--- src/rtl/fpu_addsub_pipe.sv ---
// Three-stage pipelined IEEE-754 adder/subtractor with round-to-nearest-even.
// Subnormal inputs are flushed to zero, and tiny results flush to signed zero.
// Stage 1 aligns the operands, stage 2 adds and normalises, and stage 3 rounds
// and packs the result. Special operands bypass the arithmetic and travel down
// the pipe with their precomputed result.
module fpu_addsub_pipe #(
  parameter int EXP_W  = 8,
  parameter int MAN_W  = 23,
  parameter int NUM_OP = 1
) (
  input  logic                     i_clk,
  input  logic                     i_rst,
  input  logic                     i_valid,
  output logic                     o_ready,
  input  logic [NUM_OP-1:0]        i_alu_op,
  input  logic [EXP_W+MAN_W:0]     i_data_a,
  input  logic [EXP_W+MAN_W:0]     i_data_b,
  output logic                     o_valid,
  input  logic                     i_ready,
  output logic [EXP_W+MAN_W:0]     o_result,
  output logic [3:0]               o_flags
);

  localparam int W   = 1 + EXP_W + MAN_W;
  localparam int SW  = MAN_W + 4;
  localparam int EW  = EXP_W + 2;
  localparam int LZW = $clog2(SW + 1);
  localparam int EMAX = (1 << EXP_W) - 1;
  localparam logic [EXP_W-1:0] EXP_ONES = '1;
  localparam logic [W-1:0] QNAN = {1'b0, {EXP_W{1'b1}}, 1'b1, {(MAN_W-1){1'b0}}};

  logic adv;

  // Stage 1 combinational signals
  logic               sign_a, sign_b;
  logic [EXP_W-1:0]   exp_a, exp_b;
  logic [MAN_W-1:0]   frac_a, frac_b;
  logic               a_zero, b_zero, a_inf, b_inf, a_nan, b_nan, a_snan, b_snan;
  logic               a_ge_b;
  logic               big_sign, small_sign;
  logic [EXP_W-1:0]   big_exp, small_exp, exp_diff;
  logic [MAN_W-1:0]   big_frac, small_frac;
  logic [SW-1:0]      small_full, shift_mask, small_align;
  logic               spec_hit;
  logic [W-1:0]       spec_res;
  logic [3:0]         spec_flags;

  // Stage 1 registers
  logic               s1_valid, s1_special, s1_sign, s1_sub;
  logic [W-1:0]       s1_spec_res;
  logic [3:0]         s1_spec_flags;
  logic [EXP_W-1:0]   s1_exp;
  logic [SW-1:0]      s1_big, s1_small;

  // Stage 2 combinational signals
  logic [SW:0]        sum;
  logic [LZW-1:0]     lzc;
  logic [SW-1:0]      norm_sig;
  logic [EW-1:0]      norm_exp;
  logic               sum_zero;

  // Stage 2 registers
  logic               s2_valid, s2_special, s2_sign, s2_zero;
  logic [W-1:0]       s2_spec_res;
  logic [3:0]         s2_spec_flags;
  logic [EW-1:0]      s2_exp;
  logic [SW-1:0]      s2_sig;

  // Stage 3 combinational signals
  logic [MAN_W:0]     mant;
  logic               guard, rnd, stky, round_up, inexact;
  logic [MAN_W+1:0]   rounded;
  logic [MAN_W-1:0]   rnd_frac;
  logic [EW-1:0]      rnd_exp;
  logic [W-1:0]       res_word;
  logic [3:0]         res_flags;

  assign adv     = !o_valid || i_ready;
  assign o_ready = adv;

  // Unpack, classify, order by magnitude and align the smaller significand
  always_comb begin
    sign_a = i_data_a[W-1];
    exp_a  = i_data_a[W-2:MAN_W];
    frac_a = i_data_a[MAN_W-1:0];
    sign_b = i_data_b[W-1] ^ i_alu_op[0];
    exp_b  = i_data_b[W-2:MAN_W];
    frac_b = i_data_b[MAN_W-1:0];

    a_zero = (exp_a == '0);
    b_zero = (exp_b == '0);
    a_inf  = (exp_a == EXP_ONES) && (frac_a == '0);
    b_inf  = (exp_b == EXP_ONES) && (frac_b == '0);
    a_nan  = (exp_a == EXP_ONES) && (frac_a != '0);
    b_nan  = (exp_b == EXP_ONES) && (frac_b != '0);
    a_snan = a_nan && !frac_a[MAN_W-1];
    b_snan = b_nan && !frac_b[MAN_W-1];

    a_ge_b = {exp_a, frac_a} >= {exp_b, frac_b};
    if (a_ge_b) begin
      big_sign   = sign_a;
      big_exp    = exp_a;
      big_frac   = frac_a;
      small_sign = sign_b;
      small_exp  = exp_b;
      small_frac = frac_b;
    end else begin
      big_sign   = sign_b;
      big_exp    = exp_b;
      big_frac   = frac_b;
      small_sign = sign_a;
      small_exp  = exp_a;
      small_frac = frac_a;
    end

    exp_diff   = big_exp - small_exp;
    small_full = {1'b1, small_frac, 3'b000};
    shift_mask = ~({SW{1'b1}} << exp_diff);
    if (exp_diff > EXP_W'(SW - 1))
      small_align = {{(SW-1){1'b0}}, 1'b1};
    else
      small_align = (small_full >> exp_diff) |
                    {{(SW-1){1'b0}}, |(small_full & shift_mask)};
  end

  // Special operands (NaN, Inf, zero) resolve here and skip the arithmetic
  always_comb begin
    spec_hit   = 1'b1;
    spec_res   = '0;
    spec_flags = '0;
    if (a_nan || b_nan) begin
      spec_res   = QNAN;
      spec_flags = {a_snan || b_snan, 3'b000};
    end else if (a_inf && b_inf) begin
      if (sign_a != sign_b) begin
        spec_res   = QNAN;
        spec_flags = 4'b1000;
      end else begin
        spec_res = {sign_a, EXP_ONES, {MAN_W{1'b0}}};
      end
    end else if (a_inf) begin
      spec_res = {sign_a, EXP_ONES, {MAN_W{1'b0}}};
    end else if (b_inf) begin
      spec_res = {sign_b, EXP_ONES, {MAN_W{1'b0}}};
    end else if (a_zero && b_zero) begin
      spec_res = {sign_a & sign_b, {(W-1){1'b0}}};
    end else if (b_zero) begin
      spec_res = i_data_a;
    end else if (a_zero) begin
      spec_res = {sign_b, exp_b, frac_b};
    end else begin
      spec_hit = 1'b0;
    end
  end

  // Stage 1 register: captures a new operand pair whenever the pipe advances
  always_ff @(posedge i_clk or posedge i_rst) begin
    if (i_rst) begin
      s1_valid      <= 1'b0;
      s1_special    <= 1'b0;
      s1_spec_res   <= '0;
      s1_spec_flags <= '0;
      s1_sign       <= 1'b0;
      s1_sub        <= 1'b0;
      s1_exp        <= '0;
      s1_big        <= '0;
      s1_small      <= '0;
    end else if (adv) begin
      s1_valid      <= i_valid;
      s1_special    <= spec_hit;
      s1_spec_res   <= spec_res;
      s1_spec_flags <= spec_flags;
      s1_sign       <= big_sign;
      s1_sub        <= big_sign != small_sign;
      s1_exp        <= big_exp;
      s1_big        <= {1'b1, big_frac, 3'b000};
      s1_small      <= small_align;
    end
  end

  // Add or subtract the aligned significands, then normalise
  always_comb begin
    if (s1_sub)
      sum = {1'b0, s1_big} - {1'b0, s1_small};
    else
      sum = {1'b0, s1_big} + {1'b0, s1_small};

    lzc = '0;
    for (int i = 0; i < SW; i++)
      if (sum[i]) lzc = LZW'(SW - 1 - i);

    sum_zero = (sum == '0);
    if (sum[SW]) begin
      norm_sig = {sum[SW:2], sum[1] | sum[0]};
      norm_exp = {2'b00, s1_exp} + EW'(1);
    end else begin
      norm_sig = sum[SW-1:0] << lzc;
      norm_exp = {2'b00, s1_exp} - EW'(lzc);
    end
  end

  // Stage 2 register: normalised significand and working exponent
  always_ff @(posedge i_clk or posedge i_rst) begin
    if (i_rst) begin
      s2_valid      <= 1'b0;
      s2_special    <= 1'b0;
      s2_spec_res   <= '0;
      s2_spec_flags <= '0;
      s2_sign       <= 1'b0;
      s2_zero       <= 1'b0;
      s2_exp        <= '0;
      s2_sig        <= '0;
    end else if (adv) begin
      s2_valid      <= s1_valid;
      s2_special    <= s1_special;
      s2_spec_res   <= s1_spec_res;
      s2_spec_flags <= s1_spec_flags;
      s2_sign       <= s1_sign;
      s2_zero       <= sum_zero;
      s2_exp        <= norm_exp;
      s2_sig        <= norm_sig;
    end
  end

  // Round to nearest even, detect overflow/underflow and pack the word
  always_comb begin
    mant     = s2_sig[SW-1:3];
    guard    = s2_sig[2];
    rnd      = s2_sig[1];
    stky     = s2_sig[0];
    inexact  = guard | rnd | stky;
    round_up = guard && (rnd || stky || mant[0]);
    rounded  = {1'b0, mant} + {{(MAN_W+1){1'b0}}, round_up};
    rnd_frac = rounded[MAN_W+1] ? rounded[MAN_W:1] : rounded[MAN_W-1:0];
    rnd_exp  = s2_exp + {{(EW-1){1'b0}}, rounded[MAN_W+1]};

    res_word  = '0;
    res_flags = '0;
    if (s2_special) begin
      res_word  = s2_spec_res;
      res_flags = s2_spec_flags;
    end else if (s2_zero) begin
      res_word  = '0;
    end else if ($signed(rnd_exp) >= $signed(EW'(EMAX))) begin
      res_word  = {s2_sign, EXP_ONES, {MAN_W{1'b0}}};
      res_flags = 4'b0101;
    end else if ($signed(rnd_exp) <= $signed(EW'(0))) begin
      res_word  = {s2_sign, {(W-1){1'b0}}};
      res_flags = 4'b0011;
    end else begin
      res_word  = {s2_sign, rnd_exp[EXP_W-1:0], rnd_frac};
      res_flags = {3'b000, inexact};
    end
  end

  // Output register: holds the result steady while downstream stalls
  always_ff @(posedge i_clk or posedge i_rst) begin
    if (i_rst) begin
      o_valid  <= 1'b0;
      o_result <= '0;
      o_flags  <= '0;
    end else if (adv) begin
      o_valid  <= s2_valid;
      o_result <= res_word;
      o_flags  <= res_flags;
    end
  end

endmodule

--- config.mk ---
export PLATFORM = sky130hd
export DESIGN_NAME = fpu_addsub_pipe
export DESIGN_NICKNAME = d
export VERILOG_FILES = /design/src/rtl/fpu_addsub_pipe.sv
export SDC_FILE = /design/constraint.sdc
export NUM_CORES = 1
export LEC_CHECK = 0
export ABC_CLOCK_PERIOD_IN_PS = 15800
export CAP_MARGIN = 20
export CORE_UTILIZATION = 50
export CTS_BUF_LIST = sky130_fd_sc_hd__clkbuf_4 sky130_fd_sc_hd__clkbuf_8
export DETAILED_ROUTE_END_ITERATION = 8
export GPL_ROUTABILITY_DRIVEN = 0
export PLACE_DENSITY = 0.69
export SYNTH_ARGS = -nofsm -noshare
export SYNTH_HDL_FRONTEND = slang
export SYNTH_SLANG_ARGS = --single-unit
--- constraint.sdc ---
create_clock -name i_clk -period 15.8 [get_ports i_clk]
set_input_delay 3.95 -clock i_clk [delete_from_list [all_inputs] [get_ports i_clk]]
set_output_delay 3.95 -clock i_clk [all_outputs]
set_load 0.02 [all_outputs]
== Word-level counts from Yosys, hierarchy flattened ==
Index checks and enable logic that the tools add are counted.

* Divide/modulo/power cells: 0
* Mux-type cells: 64
* $add $sub $neg: 7
* Order comparisons: 4
* Equal/unequal tests: 4
* Multipliers: 0
* Reduce and logical (&&, ||, !) cells: 25
* Shifts and indexed selects: 3
* Bitwise operators: 8

{| class="wikitable"
|+ Operator list
! cell !! number
|-
| $mux 32 || 10
|-
| $mux 5 || 27
|-
| $mux 23 || 3
|-
| $mux 31 || 2
|-
| $mux 27 || 2
|-
| $logic_not 23->1 || 2
|-
| $reduce_bool 23->1 || 2
|-
| $ge 31x31->1 || 1
|-
| $add 27x27->28 || 1
|-
| $logic_not 28->1 || 1
|-
| $mux 28 || 1
|-
| $sub 27x27->28 || 1
|-
| $and 27x27->27 || 1
|-
| $not 27->27 || 1
|-
| $or 27x1->27 || 1
|-
| $reduce_or 27->1 || 1
|-
| $shl 27x5->27 || 1
|-
| $shl 27x8->27 const A || 1
|-
| $shr 27x8->27 || 1
|-
| $add 24x1->25 || 1
|-
| $eq 8x8->1 const B || 2
|-
| $logic_not 8->1 || 2
|-
| $mux 4 || 4
|-
| $mux 8 || 2
|-
| other kinds (18) || 44
|}

* Register bits after elaboration: 213
* Bits in latches: 0
* Memory bits (writable): 0
* Word-level logic and storage cells: 135
* Memory bits (read-only): 0
* Output and inout port bits: 38
* Input port bits: 69
* Memories kept: 0

== Longest topological paths before layout ==
Gate-level depths: netlist (run 1).

* Depth after elaboration: 31
* Depth in mapped cells: 26

== Least setup slack after synthesis (run 1) ==
OpenSTA, ideal clock, no wires.

* Kind: input port to flip-flop
* From: input i_data_b[28]
* To: register s1_small[0]
* Stages on the path: 26
* Library setup time: 142 ps
* Slack: 6,215 ps
* Path buffers: 8
* Arrival time: 9,443 ps
* Cell sequence: inv_1 -> ha_1 -> clkbuf_1 -> a21o_1 -> a21oi_1 -> o221ai_1 -> o21bai_1 -> nor3_2 -> buf_2 -> buf_2 -> clkbuf_1 -> buf_2 -> clkbuf_1 -> a22oi_1 -> ha_1 -> a21oi_1 -> nand2_1 -> a41o_1 -> a2111oi_0 -> a311o_1 -> and2_1 -> clkbuf_1 -> clkbuf_1 -> a31oi_1 -> a2111oi_0 -> a32oi_1

* Word-level cells in the longest chain between the ends: 9
* Elaborated cells between the ends (all ways): 13

{| class="wikitable"
|+ RTL lines
! item !! RTL line !! RTL
|-
| start, declared || 17 || <nowiki>input logic [EXP_W+MAN_W:0] i_data_b,</nowiki>
|-
| $ge 31x31->1 || 99 || <nowiki>a_ge_b = {exp_a, frac_a} >= {exp_b, frac_b};</nowiki>
|-
| $mux 8 || 100 || <nowiki>if (a_ge_b) begin</nowiki>
|-
| $sub 8x8->8 || 116 || <nowiki>exp_diff = big_exp - small_exp;</nowiki>
|-
| $shl 27x8->27 || 118 || <nowiki>shift_mask = ~({SW{1'b1}} << exp_diff);</nowiki>
|-
| $not 27->27 || 118 ||
|-
| $and 27x27->27 || 123 || <nowiki>{{(SW-1){1'b0}}, |(small_full & shift_mask)};</nowiki>
|-
| $reduce_or 27->1 || 123 ||
|-
| $or 27x1->27 || 122 || <nowiki>small_align = (small_full >> exp_diff) |</nowiki>
|-
| $mux 27 * || 119 || <nowiki>if (exp_diff > EXP_W'(SW - 1))</nowiki>
|-
| end signal, assigned || 177 || <nowiki>s1_small <= small_align;</nowiki>
|-
| end, declared || 53 || <nowiki>logic [SW-1:0] s1_big, s1_small;</nowiki>
|}

Mark *: on every way between the ends. The rest lies on a longest branch, timed or not.
A chain may end at the register's enable or synchronous reset.

== Worst setup path in the final report (run 1) ==
* From: input i_data_b[23]
* To: register s1_small[5]

* Word-level cells in the longest chain between the ends: 6
* Elaborated cells between the ends (all ways): 9

{| class="wikitable"
|+ RTL lines
! item !! RTL line
|-
| $ge 31x31->1 || 99
|-
| $mux 8 || 100
|-
| $sub 8x8->8 || 116
|-
| $shr 27x8->27 || 122
|-
| $or 27x1->27 || 122
|-
| $mux 27 * || 119
|}

Marked as above.

==> results.md, run 1 <==
- sky130_fd_sc_hd__nand2_1 — count leader, synth
- 6.89% — mux contribution to synthesized area
- 8.48 nW — reported leakage power
- s1_spec_res[28] — worst min-delay path startpoint
- 0.000111 V — peak ir drop on the vdd network
- completed — outcome
- 2,312 — post-synthesis instance total
- 28.7% — sequential element share of the synthesized area
- 2,475 — post-synthesis net count
- 6.61% — share of synthesized cell area in full adder, half adder and majority cells
- 69 — number of core rows
- 0.06 ns — Reg clk slew, reported paths
- 6.64 — vias per cell
- 36,800 µm² — Total Die Area
- reg -> reg — type of the most critical hold path
- 0 — Synthesis Warnings
- i_data_b[23] — startpoint of the most critical setup path
- 22.0 µm — routed length per instance
- s1_small[0] — startpoint of the most critical register-to-register path
- 0 — total of hold buffers inserted after clock tree synthesis
- 10.46 ns — critical path data arrival time
- 18,000 µm² — synthesized cell area
- 174 nW/µm² — power per cell area
- 0 — Final Max Tran Viols
- 0 — number of endpoints failing setup at the final stage
- 1.06 ns — slew at the pin closest to its max-slew limit
- 96,800 µm — global-route wire length before repair
- 28.6% — Slew HR
- 5.35 ns — pre-CTS setup slack
- 5.78 ns — slack of the critical path
- 2 — number of antenna violations at the first check in global routing
- 2 — worst hold path cell count
- 98 — Distinct cells, synth
- 192 µm — vertical die dimension
- 21.5% — area fraction in and, or, nand and nor cells after synthesis
- 63.4% — crit share post-route
- 37 — number of buffers inserted during clock tree synthesis
- 6.51% — layout cells sized above 1
- s2_spec_res[28] — terminating pin of the worst hold path
- 0 — total gr overflow
- sky130_fd_sc_hd__dfrtp_1 — Top FF cell, synth
- 0 — Post-CTS Setup Bufs
- 7.80 µm² — Synth Area per Inst
- 27.3% — Synth Area in Compound Gates
- 0.0371 ns — final setup skew
- 28.7% — portion of synthesized cell area occupied by the leading cell type
- in -> reg — kind of critical path
- 16.25 ns — endpoint required time on the critical path
- 0 — post-route antenna net violation count
- 0 — Post-CTS Resized
- 2,503 — # nets final
- 2 — count of H-tree levels built during CTS
- 207 — sinks on the clock net
- 33.4% — Total Routing Usage GR
- 50.5% — switching part of the total power
- 6 — first-pass iteration count of the detailed router
- 1.78 mW — switching power summed over all nets
- 23.4% — Reg power frac
- compound AO/OA/AOI/OAI gates — main combinational cell family by area after synthesis
- 3.69% — post-synthesis share of cell area spent on xor and xnor gates
- 61.0% — portion of total power attributed to combinational logic
- sky130_fd_sc_hd__nand2_1, sky130_fd_sc_hd__dfrtp_1, sky130_fd_sc_hd__nor2_1 — top cells by instance count after synthesis
- 0 — Max Cap Violations
- 106 — Port Buf Inserts
- 207 — number of synthesized register bits
- 90 — maximum number of pins on one net before global-route repair
- 0 ns — Setup TNS
- 1.74 mW — internal power consumption
- 21 — cell depth of the worst flop-to-flop path
- 0.55 ns — Clk Latency, worst-skew pair
- 52 — Worst Path Max Fanout
- 0 — # DRC
- flip-flop — sort of element at the end of the critical path
- 100% — share of flip-flops with an asynchronous set or reset after synthesis
- clkdlybuf4s50_1 -> inv_1 -> ha_1 -> buf_4 -> nand4_1 -> nand4bb_1 -> o221ai_1 -> o21bai_1 -> nor3_4 -> buf_4 -> nor2_1 -> a22oi_1 -> ha_1 -> a21oi_1 -> nand2_1 -> a41o_1 -> a2111oi_0 -> a311o_1 -> and2_1 -> nand3_1 -> o32a_1 -> o21ai_0 — cell-by-cell listing of the critical path
- 35,500 µm² — Core Footprint
- built — CTS tree
- 12.1% — area growth from synthesis to layout
- s2_exp[5] — Reg-to-Reg End
- sky130_fd_sc_hd__dfrtp_1 — cell taking the most area after synthesis
- 46,800 µm — HPWL after detailed placement
- 0.67 ns — maximum single-stage delay on the critical path
- 0 — number of hold-slack violations in the final timing report
- no — setup repair after global routing missed its margin
- 8.94 ns — reg-to-reg slack, setup
- 0 — Post-synth EDFFs
- 62,100 µm — overall routed net length
- 17,200 — vias in the first global route
- 2,476 — drt first-iter violations
- 107 — Ports
- sky130_fd_sc_hd__clkbuf_8 — CTS root buffer
- 10.02 ns — min Tclk post-route
- 0.0998 GHz — peak clock frequency supported by timing
- 0 — final antenna diode count
- 192 µm — die span in x
- 0.437 ns — worst hold slack across all endpoints
- 50.8% — initial core utilization
- 15.6% — Clock power frac
- sky130_fd_sc_hd__dfrtp_1, sky130_fd_sc_hd__nand2_1, sky130_fd_sc_hd__ha_1 — ranking of synthesized cells by area
- 18,800 — number of vias after detailed routing
- primary input — CP startpoint kind
- sky130_fd_sc_hd__and2_1 — cell with the largest stage delay on the worst path
- 3 — deepest clock path buffer count
worst max-delay path by stage:
stage,end,cells past startpoint
floorplan,o_flags[0],1
global placement,s1_small[5],20
detailed placement,s1_small[5],22
CTS,s1_small[5],22
global route,s1_small[0],22
finish,s1_small[5],22
per-layer routing:
layer | vias up | wire [µm] | global-route usage [%]
met5 | - | 13 | 0
met4 | 2 | 3060 | 14.9
met3 | 217 | 5440 | 4.51
met2 | 1086 | 27100 | 50.7
met1 | 8859 | 26500 | 47.2
li1 | 8595 | - | -
power groups by stage:
stage          Sequential [mW]  Combinational, mW  Clock [mW]
2_1_floorplan            0.827               1.44           0
3_3_place_gp             0.825               2.05           0
3_5_place_dp             0.832               2.07           0
4_1_cts                  0.824               2.08       0.558
5_1_grt                  0.842               2.31       0.581
6_report                 0.825               2.15       0.548
cell type report:
type                            instances  area (µm²)
Clock inverter                          9        98.8
Fill cell                            3323       15300
Clock buffer                           55         719
Sequential cell                       207        5180
Tap cell                              461         577
Multi-Input combinational cell       1856       12000
Timing Repair Buffer                  134        1270
Inverter                              104         403
cell families (layout without fill, tap and decap cells):
family / Yosys count / count (layout)
AOI/OAI and AO/OA: 730 / 730
xor gates and xnor gates: 76 / 76
adders and majority gates: 94 / 94
buffers and inverters: 249 / 302
DFF: 207 / 207
muxes: 119 / 119
and+or+nand+nor: 837 / 837
stage by stage:
stage | cells | util (%) | total power, mW | area, µm²
after floorplan | 2312 | - | 2.27 | 18000
after global placement | 2761 | 54.6 | 2.87 | 19400
after detailed placement | 2762 | 54.6 | 2.90 | 19400
after CTS | 2826 | 57.0 | 3.46 | 20200
after global routing | 2826 | 57.0 | 3.73 | 20200
final | 2826 | 57.0 | 3.52 | 20200
worst max-delay path, delay by kind of cell:
| family | cells | cell delay [ns] |
|---|---|---|
| simple gates | 7 | 1.97 |
| fa+ha+maj | 2 | 0.55 |
| buf+inv | 4 | 1.53 |
| compound gates | 9 | 2.44 |
registers in the layout, indices dropped and copies added, names as in the netlist, 4 cells and up:
| signal | cells |
|---|---|
| s1_spec_res | 32 |
| s2_sig | 27 |
| s2_exp | 10 |
| s1_small | 27 |
| o_flags | 4 |
| s1_big | 24 |
| s1_exp | 8 |
| s2_spec_res | 32 |
| o_result | 32 |
layout by cell type (no fill, tap or decap), drive strengths merged, types with 17 or more instances in the layout:
cell type,netlist,layout
nand2b,18,18
o22ai,23,23
o211ai,54,54
or3,20,20
ha,92,92
a21oi,130,130
buf,28,28
o21ai,186,186
a31oi,38,38
nand3,65,65
a22oi,33,33
nor3,55,55
a21o,25,25
nand4,39,39
a221oi,30,30
nor4,23,23
o21a,19,19
clkbuf,117,55
mux2i,105,105
xnor2,48,48
nor2b,17,17
dfrtp,207,207
a211oi,41,41
xor2,28,28
clkdlybuf4s50,0,106
and3,22,22
nor2,188,188
nand2,343,343
inv,104,106
Power figures use the tool's default switching activity.
==> inputs of run 2 (changes only) <==
ABC_CLOCK_PERIOD_IN_PS = 10050   (was 15800)
clock period = 10.05 ns   (was 15.8 ns; I/O delays follow)
==> run 2 against run 1 <==
Clock power is 60% higher. Sequential power is 58% higher. Non-clock buffer count is 2 lower. Critical endpoint unchanged. Flip-flop and latch count stayed put. Combinational power is 58% higher. Highest routed layer is now met4. Routed wire length is 0.83% higher.
==> results.md, run 2 (same netlist as run 1, synthesis figures left out) <==
- completed — outcome
- 0.456 ns — worst hold slack across all endpoints
- 107 — Ports
- sky130_fd_sc_hd__nand2_1 — leading cell type in the layout, fill and taps excluded
- 18,900 — number of vias after detailed routing
- 47.4% — met1 track demand over resource
- 1 — number of antenna violations at the first check in global routing
- 17,300 — vias in the first global route
- 62,600 µm — overall routed net length
- sky130_fd_sc_hd__clkbuf_8 — CTS root buffer
- 0 ns — Setup TNS
- 10.49 ns — endpoint required time on the critical path
- 83.4% — crit share post-route
- 2,826 — final non-filler cell total
- 0 — post-route antenna net violation count
- built — CTS tree
- o_result: 32 flops, s1_spec_res: 32 flops, s2_spec_res: 32 flops — registers with the most flip-flops
- 0.0344 ns — final setup skew
- 0.06 ns — Reg clk slew, reported paths
- 22.2 µm — routed length per instance
- 0 — Post-CTS Resized
- 0 — final antenna diode count
- 3,263 — count of fill cells added during filler insertion
- 166 — maximum number of pins on one net before global-route repair
- 69 — number of core rows
- 19,400 µm² — Cell Area, Placed
- 106 — Port Buf Inserts
- 0 — Post-CTS Setup Bufs
- reg -> reg — type of the most critical hold path
- 37 — number of buffers inserted during clock tree synthesis
- 0.000175 V — peak ir drop on the vdd network
- sky130_fd_sc_hd__nand2_1, sky130_fd_sc_hd__dfrtp_1, sky130_fd_sc_hd__nor2_1 — most frequent cells in the layout
- 0.119 GHz — peak clock frequency supported by timing
- 0 — number of hold-slack violations in the final timing report
- in -> reg — kind of critical path
- 12.2% — area growth from synthesis to layout
- 1.04 ns — slew at the pin closest to its max-slew limit
- 1.35 ns — pre-CTS setup slack
- flip-flop — sort of element at the end of the critical path
- no — setup repair after global routing missed its margin
- 8.82 ns — critical path data arrival time
- 8.50 nW — reported leakage power
- 46,900 µm — HPWL after detailed placement
- 4.20% — met3 layer usage reported by global route
- 39 — Worst Path Max Fanout
- 0 — Final Max Tran Viols
- 36,800 µm² — Total Die Area
- 275 nW/µm² — power per cell area
- 2,501 — # nets final
- 2,759 — cell count after placement
- 2 — count of H-tree levels built during CTS
- 0 — total of hold buffers inserted after clock tree synthesis
- 35,500 µm² — Core Footprint
- 0 — # DRC
- 0 — Max Cap Violations
- 1.67 ns — slack of the critical path
- 50.8% — initial core utilization
- 6.70 — vias per cell
- 0 — number of endpoints failing setup at the final stage
- 20,200 µm² — cell area after layout
- 0 — total gr overflow
- met2 — Top Usage Layer GRT
- 6 — first-pass iteration count of the detailed router
- 8.38 ns — min Tclk post-route
- 3 — deepest clock path buffer count
- 6.51% — layout cells sized above 1
- 33.6% — Total Routing Usage GR
- 192 µm — vertical die dimension
- 0.55 ns — Clk Latency, worst-skew pair
- primary input — CP startpoint kind
- 2,537 — drt first-iter violations
- 30.9% — Slew HR
- 51.5% — M2 GR Usage
- 97,300 µm — global-route wire length before repair
- 192 µm — die span in x
- 207 — sinks on the clock net
==> run 2: cell types whose count changed in the layout (fill, tap and decap cells not counted), sizes merged <==
cell / previous run / this run
bufinv: 1 / 3
clkbuf: 55 / 52
clkinvlp: 3 / 0
clkinv: 3 / 9
buf: 28 / 26
==> run 2: cell type report <==
class,count,area [µm²],area share (%)
tap,461,577,2.85
inverter,104,403,1.99
sequential,207,5180,25.6
clock buffer,52,659,3.26
timing repair buffer,132,1290,6.36
multi-input combinational,1856,12000,59.1
clock inverter,14,170,0.841
==> run 2: per-stage QoR <==
step	utilization, %	total power, mW
after global routing	57.0	5.89
after floorplan	-	3.56
after CTS	57.0	5.45
after detailed placement	54.6	4.57
after global placement	54.6	4.51
final	57.0	5.57
==> run 2: worst max-delay path, cell delays in order <==
cell,delay (ns)
sky130_fd_sc_hd__clkdlybuf4s50_1,0.57
sky130_fd_sc_hd__inv_1,0.07
sky130_fd_sc_hd__ha_1,0.31
sky130_fd_sc_hd__a21oi_1,0.15
sky130_fd_sc_hd__o21ai_0,0.15
sky130_fd_sc_hd__a2111oi_0,0.57
sky130_fd_sc_hd__a211oi_1,0.25
sky130_fd_sc_hd__nor3_4,0.50
sky130_fd_sc_hd__buf_4,0.57
sky130_fd_sc_hd__mux2_2,0.40
sky130_fd_sc_hd__a41o_1,0.25
sky130_fd_sc_hd__a2111oi_0,0.44
sky130_fd_sc_hd__a311o_1,0.35
sky130_fd_sc_hd__and2_1,0.68
sky130_fd_sc_hd__nand3_1,0.47
sky130_fd_sc_hd__o32a_1,0.49
sky130_fd_sc_hd__o21ai_0,0.07
==> run 2: per-layer routing <==
| layer | vias up | share of wire, % |
|---|---|---|
| li1 | 8585 | - |
| met1 | 9032 | 42 |
| met2 | 1127 | 44 |
| met3 | 189 | 9.0 |
| met4 | 0 | 4.4 |
| met5 | - | 0 |
==> run 2: final timing paths <==
path	from	end	slack (ns)	cells after the start
hold / removal	s1_spec_res[16]	s2_spec_res[16]	0.46	2
setup reg to reg	s1_small[3]	s2_exp[8]	3.29	19
hold reg to reg	s1_spec_res[16]	s2_spec_res[16]	0.46	2
setup / recovery	i_data_b[14]	s1_small[5]	1.67	17
max in group asynchronous	i_rst	s1_spec_res[3]	6.42	4
min in group asynchronous	i_rst	o_flags[2]	2.50	2
==> run 2: power breakdown <==
part / total (mW) / switching (mW) / internal (mW)
clock: 0.878 / 0.369 / 0.509
sequential: 1.30 / 0.236 / 1.06
combinational: 3.39 / 2.20 / 1.19
